`src/rtl/four_input_rr_arbiter.sv`:
```
// rtl/four_input_rr_arbiter.sv - four-requester round-robin arbiter with break-before-make gap
//
// Purpose: shares one downstream resource between requesters A..D (req[0..3]).
//   IDLE arbitrates round-robin from ptr, GRANT holds the owner until it drops
//   req, and GAP inserts one dead cycle before the next arbitration.
// Optional feature macro: ARB_TIMEOUT_EN (hold watchdog with per-requester mask).
// Ports:
//   clk      in   rising-edge clock
//   rst      in   asynchronous active-high reset
//   req      in   [3:0] level request lines, held while owner
//   gnt      out  [3:0] registered one-hot grant
//   owner    out  [1:0] index of current/last owner
//   busy     out  high while any gnt bit is high
//   any_req  out  combinational OR of req
//   hold_cnt out  [CNT_W-1:0] cycles the current owner has held the grant
//   timeout  out  one-cycle pulse on forced release (0 without the feature)

module four_input_rr_arbiter #(
    parameter int MAX_HOLD = 16,
    parameter int CNT_W    = 8
) (
    input  logic             clk,
    input  logic             rst,
    input  logic [3:0]       req,
    output logic [3:0]       gnt,
    output logic [1:0]       owner,
    output logic             busy,
    output logic             any_req,
    output logic [CNT_W-1:0] hold_cnt,
    output logic             timeout
);

    // Elaboration-time sanity check of the parameter set.
    if (MAX_HOLD < 2 || MAX_HOLD > 255 || (64'(1) << CNT_W) <= 64'(MAX_HOLD)) begin : g_bad_param
        $error("four_input_rr_arbiter: illegal MAX_HOLD/CNT_W combination");
    end

    typedef enum logic [1:0] {
        ST_IDLE  = 2'd0,
        ST_GRANT = 2'd1,
        ST_GAP   = 2'd2
    } state_t;

    state_t           state_q, state_d;
    logic [3:0]       gnt_q, gnt_d;
    logic [1:0]       owner_q, owner_d;
    logic [1:0]       ptr_q, ptr_d;
    logic [CNT_W-1:0] hold_cnt_q, hold_cnt_d;
    logic             timeout_q, timeout_d;
    logic [3:0]       mask;

    logic [3:0]       elig;
    logic [1:0]       pick;
    logic             pick_vld;
    logic [1:0]       scan_idx;
    logic             owner_req;
    logic             hold_expired;

`ifdef ARB_TIMEOUT_EN
    logic [3:0] mask_q, mask_d;
    assign mask         = mask_q;
    assign hold_expired = (hold_cnt_q == CNT_W'(MAX_HOLD));
`else
    assign mask         = 4'b0000;
    assign hold_expired = 1'b0;
`endif

    assign any_req   = |req;
    assign elig      = req & ~mask;
    assign owner_req = req[owner_q];

    // First eligible requester scanning upward from ptr, wrapping modulo 4.
    always_comb begin
        pick     = 2'd0;
        pick_vld = 1'b0;
        scan_idx = 2'd0;
        for (int i = 0; i < 4; i++) begin
            scan_idx = ptr_q + 2'(i);
            if (!pick_vld && elig[scan_idx]) begin
                pick     = scan_idx;
                pick_vld = 1'b1;
            end
        end
    end

    always_comb begin
        state_d    = state_q;
        gnt_d      = gnt_q;
        owner_d    = owner_q;
        ptr_d      = ptr_q;
        hold_cnt_d = hold_cnt_q;
        timeout_d  = 1'b0;
`ifdef ARB_TIMEOUT_EN
        // A requester's mask bit lifts once it has let go of req.
        mask_d     = mask_q & req;
`endif
        case (state_q)
            ST_IDLE: begin
                if (pick_vld) begin
                    gnt_d      = 4'b0001 << pick;
                    owner_d    = pick;
                    hold_cnt_d = CNT_W'(1);
                    state_d    = ST_GRANT;
                end
            end
            ST_GRANT: begin
                if (!owner_req || hold_expired) begin
                    gnt_d      = 4'b0000;
                    hold_cnt_d = '0;
                    ptr_d      = owner_q + 2'd1;
                    state_d    = ST_GAP;
`ifdef ARB_TIMEOUT_EN
                    if (owner_req) begin
                        timeout_d       = 1'b1;
                        mask_d[owner_q] = 1'b1;
                    end
`endif
                end else if (hold_cnt_q != '1) begin
                    hold_cnt_d = hold_cnt_q + CNT_W'(1);
                end
            end
            ST_GAP: begin
                state_d = ST_IDLE;
            end
            default: begin
                state_d = ST_IDLE;
                gnt_d   = 4'b0000;
            end
        endcase
    end

    always_ff @(posedge clk or posedge rst) begin
        if (rst) begin
            state_q    <= ST_IDLE;
            gnt_q      <= 4'b0000;
            owner_q    <= 2'd0;
            ptr_q      <= 2'd0;
            hold_cnt_q <= '0;
            timeout_q  <= 1'b0;
`ifdef ARB_TIMEOUT_EN
            mask_q     <= 4'b0000;
`endif
        end else begin
            state_q    <= state_d;
            gnt_q      <= gnt_d;
            owner_q    <= owner_d;
            ptr_q      <= ptr_d;
            hold_cnt_q <= hold_cnt_d;
            timeout_q  <= timeout_d;
`ifdef ARB_TIMEOUT_EN
            mask_q     <= mask_d;
`endif
        end
    end

    assign gnt      = gnt_q;
    assign owner    = owner_q;
    assign busy     = |gnt_q;
    assign hold_cnt = hold_cnt_q;
    assign timeout  = timeout_q;

endmodule

```
`config.mk`:
```
export PLATFORM = sky130hd
export DESIGN_NAME = four_input_rr_arbiter
export DESIGN_NICKNAME = d
export VERILOG_FILES = /design/src/rtl/four_input_rr_arbiter.sv
export SDC_FILE = /design/constraint.sdc
export NUM_CORES = 1
export LEC_CHECK = 0
export CAP_MARGIN = 10
export CORE_MARGIN = 1.5
export CORE_UTILIZATION = 51
export CTS_BUF_LIST = sky130_fd_sc_hd__clkbuf_2
export CTS_CLUSTER_SIZE = 12
export DETAILED_ROUTE_END_ITERATION = 12
export PLACE_DENSITY = 0.86
export SLEW_MARGIN = 20
export SYNTH_ARGS = -nofsm -noshare
export SYNTH_HDL_FRONTEND = slang
export SYNTH_SLANG_ARGS = --single-unit
export TNS_END_PERCENT = 20
```
`constraint.sdc`:
```
create_clock -name clk -period 2.6 [get_ports clk]
set_input_delay 0.78 -clock clk [delete_from_list [all_inputs] [get_ports clk]]
set_output_delay 0.78 -clock clk [all_outputs]
set_load 0.05 [all_outputs]
```
==> results.cfg <==
[outcome]
status = finished clean

[routing]
wl_per_cell_um = 13.6
dr.pass1.iters = 4
vias = 933
ant_nets = 0
drc = 0
drt-total-wl_mm = 2.13
drtIter0Drc = 10
viasPerCell = 5.98

[worst_setup_path]
startpoint_type = primary input
cp_data_required_time_ns = 1.82
slowest_stage = clkdlybuf4s50_1
ff2ff_setup_slack_ns = 0.66
path_cells = clkdlybuf4s50_1, nor4_2, inv_1, buf_4
timing.rr.end = hold_cnt[7]
path_class = primary input to output pin
arrival_ns = 1.71
crit_end = any_req
slowest_delay_ns = 0.45
path_max_fanout = 3
path_delay_family = buffers and inverters
startpoint = req[3]
reg2reg_depth = 3
cp.depth = 4
endpoint_kind = output pin
cp_num_buf_inv = 3
timing.rr.start = owner[1]

[yosys]
syn_avg_cell_area_um2 = 10.2
synth.cell_area_um2 = 991
synth-seq-cells = 18
synth_cells = 97
synthArstFlopShare = 1.00
synth_top_area_cell = dfrtp_1
synth-edff-count = 0
synth_seq_area_share = 0.455
ys_types = 39
synth_top_area_share = 0.455
synth_ff_type = dfrtp_1
syn_nets = 104
synthTopCellsByArea = dfrtp_1 (45%), a22o_1 (3.5%), a221o_1 (3.0%)
yosys_warnings = 0

[clocking]
htreeDepth = 1
cts_hold_buf = 0
numCtsBuffers = 3
cts_tree = done
cts_sinks = 18
cts_root_buf = clkbuf_2
clk_path_buf_depth = 2
clock_latency_ns = 0.31
clkTransAtPathRegs_ns = 0.17

[placed_design]
dp_cells = 148
placed_area_mm2 = 0.00127
dp_hpwl_mm = 1.55
place.gp.congestion = 0.793
portBuffers = 21
place_ws_ns = -0.117

[floorplanning]
initial_utilization = 0.556
die_area_mm2 = 0.00222
fp.dieH_um = 47.1
std_cell_rows = 15
die_w_um = 47.1
pin_count = 23
core_mm2 = 0.00178

[timing]
finalClockSkew_ns = 0.00787
postLayoutSetupSlackWorst_ns = 0.111
fin_crit_ns = 2.49
final_max_slew_viol_count = 0
finalCritPeriodShare = 0.957
slew_headroom = 0.538
setup_viol = 0
final_hold_viol_count = 0
worst-slew-pin-transition_ns = 0.692
fmax_mhz = 402
rsz0062_at_grt = false

[finish]
layout_commonest_cell = dfrtp_1
final_core_util = 0.742
area.growth.synth_to_final_pct = 33.6
diodes = 0
layout_common_cells = dfrtp_1 (18), clkdlybuf4s50_1 (16), buf_4 (13)
fin_nets = 139
finalNonFillerCells = 156
design_area_mm2 = 0.00132
final_layout_size_suffix_gt1_frac = 0.176

[grt]
grt_max_degree = 19
grtUsageTotal = 0.223
antenna_found_initial = 0
grt_pass1_vias = 857
grt_pass1_wl_mm = 3.48
overflow = 0

[worst_hold_path]
min_path_type = flip-flop to flip-flop

[power_and_ir_drop]
leakagePower_uw = 0.000607
ir_drop_mv = 1.19
p_per_area_mw_per_mm2 = 1170

[run]
drv_cap = 0
[power breakdown]
part / total (uW) / switching [uW] / internal, uW
combinational: 922 / 566 / 356
sequential: 498 / 121 / 377
clock: 124 / 90.1 / 33.4
[worst min-delay path by stage]
| stage | start | end | slack (ns) | cells past startpoint |
|---|---|---|---|---|
| 6_report | gnt[1] | gnt[1] | 0.55 | 1 |
| 4_1_cts | gnt[1] | gnt[1] | 0.55 | 1 |
| 3_5_place_dp | gnt[1] | gnt[1] | 0.51 | 1 |
| 5_1_grt | gnt[0] | gnt[0] | 0.58 | 1 |
| 3_3_place_gp | gnt[1] | gnt[1] | 0.51 | 1 |
| 2_1_floorplan | ptr_q[0] | ptr_q[0] | 0.54 | 2 |
[cell families after synthesis]
kind of cell / synth area share
xor+xnor: 0.0265
mux: 0.0328
other cells: 0.00378
buf+inv: 0.0341
simple gates: 0.176
flops: 0.455
compound gates: 0.260
fa+ha+maj: 0.0126
[cell usage after synthesis (2+ instances only)]
cell,instances
a21oi_1,5
nor4_1,2
nand2_1,5
nor3_1,3
a22o_2,2
nor3b_1,2
a221o_1,3
a21o_1,2
o211ai_1,2
xnor2_1,3
nand3_1,3
a22o_1,4
and4_1,2
nor2b_1,4
o21ai_0,3
nor2_1,6
dfrtp_1,18
o211a_1,2
inv_1,6
[state kept, by name, indices dropped and copies added (netlist names)]
signal    cells
state_q       2
owner         2
hold_cnt      8
gnt           4
ptr_q         2
[metal layers]
layer | global-route usage | vias to the layer above | part of all wire
met4 | 0.0833 | 0 | 0.012
met5 | 0 | - | 0
met1 | 0.264 | 462 | 0.44
met2 | 0.411 | 28 | 0.52
li1 | - | 439 | -
met3 | 0.0231 | 4 | 0.031
[stage by stage]
step | setup TNS [ns] | hold WS [ns] | total power, uW
finish | 0 | 0.550 | 1540
global route | 0 | 0.578 | 1640
CTS | 0 | 0.555 | 1550
detailed placement | -0.604 | 0.508 | 1420
global placement | -0.435 | 0.508 | 1410
floorplan | 0 | 0.539 | 1130
[layout make-up]
class	count	area [um2]
repair buffers	32	288
multi-input cells	71	513
well taps	25	31.3
fillers	142	459
clock inverters	1	3.75
flip-flops and latches	18	450
inverters	6	22.5
clock buffers	3	15.0
[repair_timing]
item | in CTS | in global routing
gates cloned | 0 | 0
endpoints found under the setup margin | 1 | 1
resized for setup | 3 | 1
pin swaps | 1 | 1
setup buffers | 3 | 1
No activity file was read; power rests on OpenSTA's default activity.
